<file path="config.mk">
export PLATFORM = sky130hd
export DESIGN_NAME = soc_bus
export DESIGN_NICKNAME = d
export VERILOG_FILES = /design/src/rtl/soc_pkg.sv /design/src/rtl/sync_fifo.sv /design/src/rtl/soc_bus.sv
export SDC_FILE = /design/constraint.sdc
export NUM_CORES = 1
export LEC_CHECK = 0
export CAP_MARGIN = 20
export CORE_MARGIN = 1
export CORE_UTILIZATION = 40
export CTS_CLUSTER_SIZE = 12
export DETAILED_ROUTE_END_ITERATION = 8
export GPL_ROUTABILITY_DRIVEN = 0
export PLACE_DENSITY = 0.69
export SLEW_MARGIN = 20
export SYNTH_ARGS = -nofsm -noshare
export SYNTH_HDL_FRONTEND = slang
export SYNTH_HIERARCHICAL = 1
export SYNTH_SLANG_ARGS = --single-unit
</file>
<file path="constraint.sdc">
create_clock -name clk -period 3.2 [get_ports clk]
set_clock_uncertainty 0.2 [all_clocks]
set_input_delay 0.32 -clock clk [delete_from_list [all_inputs] [get_ports clk]]
set_output_delay 0.32 -clock clk [all_outputs]
set_load 0.1 [all_outputs]
</file>
<file path="src/rtl/soc_pkg.sv">
// rtl/soc_pkg.sv - soc_bus address map, STATUS layout and region enum
package soc_pkg;

  localparam logic [3:0] TXDATA_OFS = 4'h0;
  localparam logic [3:0] STATUS_OFS = 4'h4;
  localparam int         CH_STRIDE  = 16;

  localparam int STATUS_EMPTY_BIT = 0;
  localparam int STATUS_FULL_BIT  = 1;
  localparam int STATUS_LEVEL_LSB = 8;

  typedef enum logic [1:0] {
    REG_RAM,
    REG_UART,
    REG_NONE
  } region_t;

endpackage

</file>
<file path="src/rtl/sync_fifo.sv">
// rtl/sync_fifo.sv - 8-bit synchronous FIFO reporting its fill level
module sync_fifo #(
  parameter int DEPTH = 16
) (
  input  logic                     clk,
  input  logic                     i_reset,
  input  logic                     i_push,
  input  logic [7:0]               i_data,
  input  logic                     i_pop,
  output logic [7:0]               o_data,
  output logic [$clog2(DEPTH):0]   o_level
);

  localparam int AW = $clog2(DEPTH);
  localparam int LW = AW + 1;

  logic [7:0]    mem [DEPTH];
  logic [AW-1:0] wr_ptr, rd_ptr;
  logic [LW-1:0] count;
  logic          push_ok, pop_ok;

  // A full FIFO refuses a push even when a pop frees a slot in the same cycle.
  assign push_ok = i_push && (count != LW'(DEPTH));
  assign pop_ok  = i_pop && (count != '0);

  always_ff @(posedge clk) begin
    if (i_reset) begin
      wr_ptr <= '0;
      rd_ptr <= '0;
      count  <= '0;
    end else begin
      if (push_ok) wr_ptr <= wr_ptr + 1'b1;
      if (pop_ok)  rd_ptr <= rd_ptr + 1'b1;
      count <= count + LW'(push_ok) - LW'(pop_ok);
    end
  end

  always_ff @(posedge clk) begin
    if (push_ok) mem[wr_ptr] <= i_data;
  end

  assign o_data  = mem[rd_ptr];
  assign o_level = count;

endmodule

</file>
<file path="src/rtl/soc_bus.sv">
// rtl/soc_bus.sv - CPU/RAM/UART bus fabric with boot loader; SOC_BUS_STATUS_EN adds STATUS registers
module soc_bus
  import soc_pkg::*;
#(
  parameter int          NUM_UART   = 2,
  parameter int          FIFO_DEPTH = 16,
  parameter logic [31:0] UART_BASE  = 32'h8000_0000,
  parameter logic [31:0] LOAD_BASE  = 32'h0000_0000
) (
  input  logic                  clk,
  input  logic                  i_reset,
  input  logic                  i_running,
  input  logic [31:0]           i_cpu_rd_addr,
  output logic [31:0]           o_cpu_rd_data,
  input  logic                  i_cpu_wr_valid,
  input  logic [31:0]           i_cpu_wr_addr,
  input  logic [31:0]           i_cpu_wr_data,
  output logic                  o_cpu_stall,
  output logic [31:0]           o_ram_rd_addr,
  input  logic [31:0]           i_ram_rd_data,
  output logic                  o_ram_wr_valid,
  output logic [31:0]           o_ram_wr_addr,
  output logic [31:0]           o_ram_wr_data,
  input  logic                  i_rx_valid,
  input  logic [7:0]            i_rx_data,
  output logic [NUM_UART-1:0]   o_tx_valid,
  output logic [8*NUM_UART-1:0] o_tx_data,
  input  logic [NUM_UART-1:0]   i_tx_ready
);

  localparam int             LW       = $clog2(FIFO_DEPTH) + 1;
  localparam logic [3:0]     NUM_CH   = 4'(NUM_UART);
  localparam logic [LW-1:0]  FULL_LVL = LW'(FIFO_DEPTH);

  // ---------------- write decode and TX FIFOs ----------------
  logic          wr_uart, wr_tx_hit, sel_full;
  logic [2:0]    wr_ch;
  logic [LW-1:0] level [NUM_UART];
  logic [NUM_UART-1:0] full, push;

  assign wr_uart   = (i_cpu_wr_addr[31:28] == UART_BASE[31:28]);
  assign wr_ch     = i_cpu_wr_addr[6:4];
  assign wr_tx_hit = wr_uart && (i_cpu_wr_addr[3:0] == TXDATA_OFS) && ({1'b0, wr_ch} < NUM_CH);

  always_comb begin
    sel_full = 1'b0;
    push     = '0;
    for (int k = 0; k < NUM_UART; k++) begin
      if (wr_ch == 3'(k)) begin
        sel_full = full[k];
        push[k]  = i_running && i_cpu_wr_valid && wr_tx_hit && !full[k];
      end
    end
  end

  assign o_cpu_stall = i_running && i_cpu_wr_valid && wr_tx_hit && sel_full;

  for (genvar k = 0; k < NUM_UART; k++) begin : g_tx
    sync_fifo #(.DEPTH(FIFO_DEPTH)) u_fifo (
      .clk     (clk),
      .i_reset (i_reset),
      .i_push  (push[k]),
      .i_data  (i_cpu_wr_data[7:0]),
      .i_pop   (o_tx_valid[k] && i_tx_ready[k]),
      .o_data  (o_tx_data[8*k +: 8]),
      .o_level (level[k])
    );
    assign full[k]       = (level[k] == FULL_LVL);
    assign o_tx_valid[k] = (level[k] != '0);
  end

  // ---------------- read path ----------------
  region_t     rd_region_d, rd_region_q;
  logic [31:0] status_word;

  always_comb begin
    rd_region_d = REG_RAM;
    if (i_cpu_rd_addr[31:28] == UART_BASE[31:28]) begin
      rd_region_d = REG_NONE;
`ifdef SOC_BUS_STATUS_EN
      if (i_cpu_rd_addr[3:0] == STATUS_OFS && {1'b0, i_cpu_rd_addr[6:4]} < NUM_CH)
        rd_region_d = REG_UART;
`endif
    end
  end

  always_ff @(posedge clk) begin
    if (i_reset) rd_region_q <= REG_NONE;
    else         rd_region_q <= rd_region_d;
  end

`ifdef SOC_BUS_STATUS_EN
  logic [2:0] rd_ch_q;

  always_ff @(posedge clk) begin
    if (i_reset) rd_ch_q <= '0;
    else         rd_ch_q <= i_cpu_rd_addr[6:4];
  end

  always_comb begin
    status_word = '0;
    for (int k = 0; k < NUM_UART; k++) begin
      if (rd_ch_q == 3'(k)) begin
        status_word[STATUS_EMPTY_BIT]        = (level[k] == '0);
        status_word[STATUS_FULL_BIT]         = full[k];
        status_word[STATUS_LEVEL_LSB +: 8]   = 8'(level[k]);
      end
    end
  end
`else
  assign status_word = '0;
`endif

  always_comb begin
    o_cpu_rd_data = '0;
    case (rd_region_q)
      REG_RAM:  o_cpu_rd_data = i_ram_rd_data;
      REG_UART: o_cpu_rd_data = status_word;
      default:  o_cpu_rd_data = '0;
    endcase
  end

  // ---------------- boot loader ----------------
  logic [1:0]  byte_cnt;
  logic [23:0] partial;
  logic [31:0] load_ptr, ld_addr, ld_data;
  logic        ld_valid;

  // Run mode holds the byte count at zero, so a partial word never survives a mode change.
  always_ff @(posedge clk) begin
    if (i_reset) begin
      byte_cnt <= '0;
      partial  <= '0;
      load_ptr <= LOAD_BASE;
      ld_valid <= 1'b0;
      ld_addr  <= '0;
      ld_data  <= '0;
    end else begin
      ld_valid <= 1'b0;
      if (i_running) begin
        byte_cnt <= '0;
      end else if (i_rx_valid) begin
        if (byte_cnt == 2'd3) begin
          ld_valid <= 1'b1;
          ld_addr  <= load_ptr;
          ld_data  <= {i_rx_data, partial};
          load_ptr <= load_ptr + 32'd4;
          byte_cnt <= '0;
        end else begin
          case (byte_cnt)
            2'd0:    partial[7:0]   <= i_rx_data;
            2'd1:    partial[15:8]  <= i_rx_data;
            default: partial[23:16] <= i_rx_data;
          endcase
          byte_cnt <= byte_cnt + 2'd1;
        end
      end
    end
  end

  assign o_ram_rd_addr  = i_cpu_rd_addr;
  assign o_ram_wr_valid = i_running ? (i_cpu_wr_valid && !wr_uart) : ld_valid;
  assign o_ram_wr_addr  = i_running ? i_cpu_wr_addr : ld_addr;
  assign o_ram_wr_data  = i_running ? i_cpu_wr_data : ld_data;

endmodule

</file>
### Word-level counts from Yosys, hierarchy flattened

Memory sizes are Yosys's and may differ from the RTL's. A register that Yosys moved wholly into a read port is not among the register bits.
Cells that the tools add are included.

* output and inout bits: 148
* memories kept: 2
* word-level logic and storage cells: 90
* bits in registers: 151
* RAM bits: 256
* input port bits: 143

Memories
* g_tx[0].u_fifo.mem: depth 16, width 8, rd ports 1, clocked after memory_dff 1, write ports 1, line sync_fifo.sv:17 `logic [7:0] mem [DEPTH];`
* g_tx[1].u_fifo.mem: depth 16, width 8, rd ports 1, clocked after memory_dff 1, write ports 1, line sync_fifo.sv:17

* order comparisons: 1
* $add $sub $neg: 10
* eq/ne operators: 9
* multiplexer cells: 19
* reductions and logical operators: 30
* bitwise operators: 4

Operator list (number)
* $mux W32: 3
* $add A32 B3 Y32 const B: 1
* $add A4 B1 Y4 const B: 4
* $mux W4: 4
* $logic_and A1 B1 Y1: 14
* $reduce_and A4 Y1: 3
* $add A5 B1 Y5: 2
* $eq A5 B5 Y1 const B: 2
* $mux W1: 10
* $ne A5 B5 Y1 const B: 2
* $reduce_bool A5 Y1: 2
* $sub A5 B1 Y5: 2
* $eq A4 B4 Y1 const B: 2
* $logic_not A2 Y1: 2
* $logic_not A4 Y1: 1
* $mux W2: 2
* $not A1 Y1: 4
* $reduce_or A2 Y1: 2
* $eq A3 B1 Y1 const B: 1
* $logic_not A1 Y1: 3
* $logic_not A3 Y1: 1
* $lt A3 B2 Y1 const B: 1
* $reduce_and A3 Y1: 1
* $reduce_or A3 Y1: 1
* other kinds (3): 3

### Logic depth before layout (Yosys ltp)

* depth after elaboration: 9
* mapped depth: 17

### Modules after synthesis

Netlist, hierarchy kept.

By module, submodules not included
* soc_bus: times used 1, cells each 726, area an instance 5900.7 µm²
* sync_fifo at g_tx[1].u_fifo: times used 1, cells each 309, area an instance 5785.5 µm²
* sync_fifo at g_tx[0].u_fifo: times used 1, cells each 309, area an instance 5763.0 µm²

### Least setup slack after synthesis

OpenSTA, ideal clock, no wires.

* path type: register to register
* start: reg g_tx[0].u_fifo.count[1]
* end: reg g_tx[0].u_fifo.count[4]
* library setup time: 0.127 ns
* required time: 2.873 ns
* arrival time: 3.067 ns
* path buffers: 0
* clock period less this slack: 3.395 ns
* setup slack: -0.195 ns
* stages on the path, launching flop included: 14
* cells stage by stage: dfxtp_1 > nor4_1 > nand2b_1 > and2_1 > nand2_1 > nand2_1 > nand2_1 > ha_1 > inv_1 > fa_1 > nor2b_1 > o21bai_1 > a21oi_1 > nor3b_1

RTL lines
* start, declared: line sync_fifo.sv:19 `logic [LW-1:0] count;`
* start signal, assigned: line sync_fifo.sv:34 `count <= count + LW'(push_ok) - LW'(pop_ok);`
* $reduce_bool A5 Y1 *: line soc_bus.sv:69 `assign o_tx_valid[k] = (level[k] != '0);`
* net o_tx_valid[0]: line soc_bus.sv:26 `output logic [NUM_UART-1:0] o_tx_valid,`
* $logic_and A1 B1 Y1: line soc_bus.sv:64 `.i_pop (o_tx_valid[k] && i_tx_ready[k]),`
* $logic_and A1 B1 Y1 *: line sync_fifo.sv:24 `assign pop_ok = i_pop && (count != '0);`
* $sub A5 B1 Y5 *: line sync_fifo.sv:34

Mark *: on every way through the listed nets, which the timed path passes. The rest lies on a longest branch.
A chain may end at the register's enable or synchronous reset.

==> key figures <==
Worst setup path
  – Startpoint types: register
  – Crit path DAT: roughly 2.5 ns
  – Crit path cell chain: buf_12 -> mux4_1 -> a22oi_1 -> nand2_1 -> buf_12
  – Reg2Reg Depth: 14
  – RR Startpoint: g_tx[1].u_fifo/o_level[1]
  – CP max-delay cell: mux4_1
  – Worst reg-to-reg setup slack: 0.28 ns
  – CP Class: reg2out
  – Reg-to-Reg End: g_tx[1].u_fifo/o_level[4]
  – Max stage delay on crit path: 0.62 ns
  – Top cell by count, worst path: buf_12
  – CP required: 2.68 ns
  – Worst-path maximum fanout: 17
  – Delay-heaviest family, CP: multiplexers
  – Critical path endpoint category: primary output
  – Bufs and invs on worst path: 2

Run
  – Max-Cap Viols: 0

Floorplanning
  – Row Count: 76
  – Die footprint: 0.0445 mm²
  – Starting Density: 40.5%
  – Die X: 211 µm
  – # IOs: 291
  – Die Y: 211 µm
  – Core footprint: 0.0431 mm²

Yosys
  – Post-synth EDFFs: 256
  – Complex-gate fraction of the synthesized area: under 10%
  – Xor and xnor area share after synthesis: 1.25%
  – Fraction of registers with async set/reset: 0%
  – Syn Nets: 1513
  – Largest family of logic cells by synthesized area: multiplexers
  – Avg Inst Size Synth: around 13 µm²
  – #FFs+latches synth: 410
  – Top_reg_cell synth: edfxtp_1
  – Cell variety after synth: 49
  – Adder-Cell Fraction of Synth Area: 1.95%
  – Simple-Gate Fraction of Synth Area: 12.4%
  – Post-Syn Instances: 1344
  – Mapped Area: approximately 0.017 mm²
  – Yosys warnings: 6
  – Mux cell area share after synthesis: 13.0%
  – Sequential cell area fraction in the yosys report: between 60% and 70%

Routing
  – Drt wl/cell: about 19 µm
  – DR vias/cell: 5.13
  – ANT nets after route: 0
  – Vias: 11238
  – 1st-pass router iterations: 5
  – Residual DRC count: 0
  – Iter 0 DRT Violations: 693
  – Total Wirelength: 41600 µm

STA
  – Final Worst Setup Slack: 0.184 ns
  – Slew Limit Fails: 0
  – Final worst-path cycle share: 94.2%
  – Slew of the pin with the lowest slew margin: just over 0.8 ns
  – Tmin final: approximately 3 ns
  – RSZ-0062 raised after global routing: no
  – Final setup fails: 0
  – Final Hold Vio Count: 0
  – Fmax: between 300 and 400 MHz
  – Slew headroom: 45.6%
  – TNS Setup: 0 ns

Clock tree
  – TritonCTS clock tree: yes
  – Clk Latency, worst-skew pair: 0.56 ns
  – Worst-case clock buffer depth: 3
  – CTS clk-pin slew, worst paths: about 0.060 ns
  – Clk Tree Root Cell: clkbuf_16
  – CTS H-tree depth: 2
  – Post-CTS setup repair buffer count: 0
  – CTS buffer count: 42
  – # clock sinks: 410

Hold path
  – Worst min path class: in2reg
  – Min-delay src: i_running
  – Hold Path Stages: 4
  – Hold Path End: ld_addr[4]

Global routing
  – Vias in the first global route: 11351
  – Initial antenna violation count: 1
  – First-pass GRT wire length: about 64000 µm
  – Global Route Usage Sum: 18.9%
  – Largest net degree at the start of global routing: 85
  – Grt ovf: 0

Power and ir drop
  – Leakage power: 7.53 nW
  – Pwr Density: about 620 mW/mm²
  – Peak VDD IR: 0.408 mV
  – Tot Pwr: around 14 mW

Cells and area
  – Fin nets: 1754
  – Layout area overhead: 24.5%
  – ANT cells: 0
  – Share of layout cells above drive strength 1: between 20% and 30%

Placement
  – IO Port Bufs: 234
  – DP HPWL: just under 30000 µm
  – Pre-CTS setup slack: -0.320 ns

Outcome
  – Status: completed
-- worst register-to-register path, cell delays in order (launching register included) --
cell      delay, ns
dfxtp_1        0.37
nor4_2         0.41
nand2_1        0.09
nand2_1        0.07
nor2_1         0.06
and2_1         0.15
or2_2          0.31
nand2_1        0.07
ha_1           0.16
inv_1          0.05
fa_1           0.38
nor2b_1        0.16
o21bai_1       0.09
a21oi_1        0.15
nor3b_1        0.06
-- flip-flops by register name (all words and copies together) (netlist names), 8 cells and up, named ones only --
register,count
ld_addr,30
load_ptr,30
g_tx.u_fifo/o_level,10
g_tx.u_fifo/rd_ptr,8
g_tx.u_fifo/wr_ptr,8
ld_data,32
partial,24
g_tx.u_fifo/mem,256
-- area by class of cell --
class	count	area, µm²
clock inverters	11	144
flip-flops and latches	410	10800
multi-input cells	803	5980
fillers	3672	21300
well taps	585	732
repair buffers	305	2920
clock buffers	52	1090
inverters	23	86.3
-- timing repair --
action | in CTS | in global routing
hold buffers | 1 | 0
hold endpoints to repair | 25 | 0
endpoints found under the setup margin | 4 | 2
resized for setup | 2 | 2
gates cloned | 0 | 0
-- layout by cell type, fill, tap and decap left out, drive strengths merged, types with 4 or more instances in the layout --
master / instances
ha: 24
o31ai: 10
or3: 8
nand4: 13
xnor2: 8
nand3: 31
mux2: 63
clkinv: 9
o21ai: 8
nor2: 63
nor3: 18
clkdlybuf4s50: 112
nor2b: 41
mux4: 64
or4: 12
and4: 4
dfxtp: 154
a21oi: 116
inv: 23
xor2: 17
buf: 192
clkbuf: 52
and2: 13
and3: 7
a22oi: 32
nand2b: 7
edfxtp: 256
nand2: 211
-- synthesized netlist by cell type, drive strengths merged, types with 10 or more instances --
cell    count  share of area [%]
and2       13               0.47
inv        23               0.49
mux2       63                4.1
xor2       17               0.85
nor2b      41                1.5
nand3      31               0.89
or4        12               0.52
a21oi     116                3.3
mux4       64                8.7
o31ai      10               0.43
edfxtp    256                 44
dfxtp     154                 18
ha         24                1.7
nor2       63                1.4
clkbuf     40               0.86
nand2     211                4.5
buf        62                2.4
nor3       18               0.52
nand4      13               0.55
a22oi      32                1.4
-- per-layer routing --
layer	GRT usage (%)	vias up	wire, µm	share of wire [%]
li1	-	5368	-	-
met1	22.1	5457	16100	39
met2	33.3	349	21400	51
met3	4.65	64	2730	6.6
met4	7.05	0	1410	3.4
met5	0	-	0	0
-- where the power goes --
group          switching, mW  internal (mW)  total (mW)  leakage [nW]
sequential             0.147           5.70        5.85          3.55
clock                   1.95           2.50        4.45         0.597
combinational           2.01           1.27        3.28          3.39
total                   4.10           9.47        13.6          7.53
-- worst max path at each step --
| stage | from | to | slack [ns] | cells after the start |
|---|---|---|---|---|
| final | register | o_tx_data[10] | 0.18 | 5 |
| after global routing | register | o_tx_data[9] | 0.03 | 5 |
| after CTS | register | o_tx_data[10] | 0.11 | 5 |
| after detailed placement | i_cpu_wr_addr[30] | g_tx[1].u_fifo/o_level[4] | -0.32 | 15 |
| after global placement | i_cpu_wr_addr[30] | g_tx[1].u_fifo/o_level[4] | -0.25 | 15 |
| after floorplan | i_running | g_tx[0].u_fifo/o_level[4] | -0.08 | 17 |
-- through the flow --
stage | hold slack, ns | std cells | instance area (µm²) | utilization (%)
3_3_place_gp | 0.242 | 2125 | 20500 | 47.5
4_1_cts | 0.210 | 2189 | 21700 | 50.4
3_5_place_dp | 0.245 | 2125 | 20500 | 47.5
5_1_grt | 0.243 | 2189 | 21700 | 50.5
6_report | 0.234 | 2189 | 21700 | 50.5
2_1_floorplan | 0.219 | 1344 | 17500 | -
-- logic make-up after synthesis --
| logic type | count (synthesis) |
|---|---|
| AOI/OAI and AO/OA | 172 |
| xor gates and xnor gates | 25 |
| adders and majority gates | 26 |
| buffers and inverters | 131 |
| DFF | 410 |
| muxes | 130 |
| and+or+nand+nor | 450 |
Note: power is estimated with default switching activity, not from simulation.
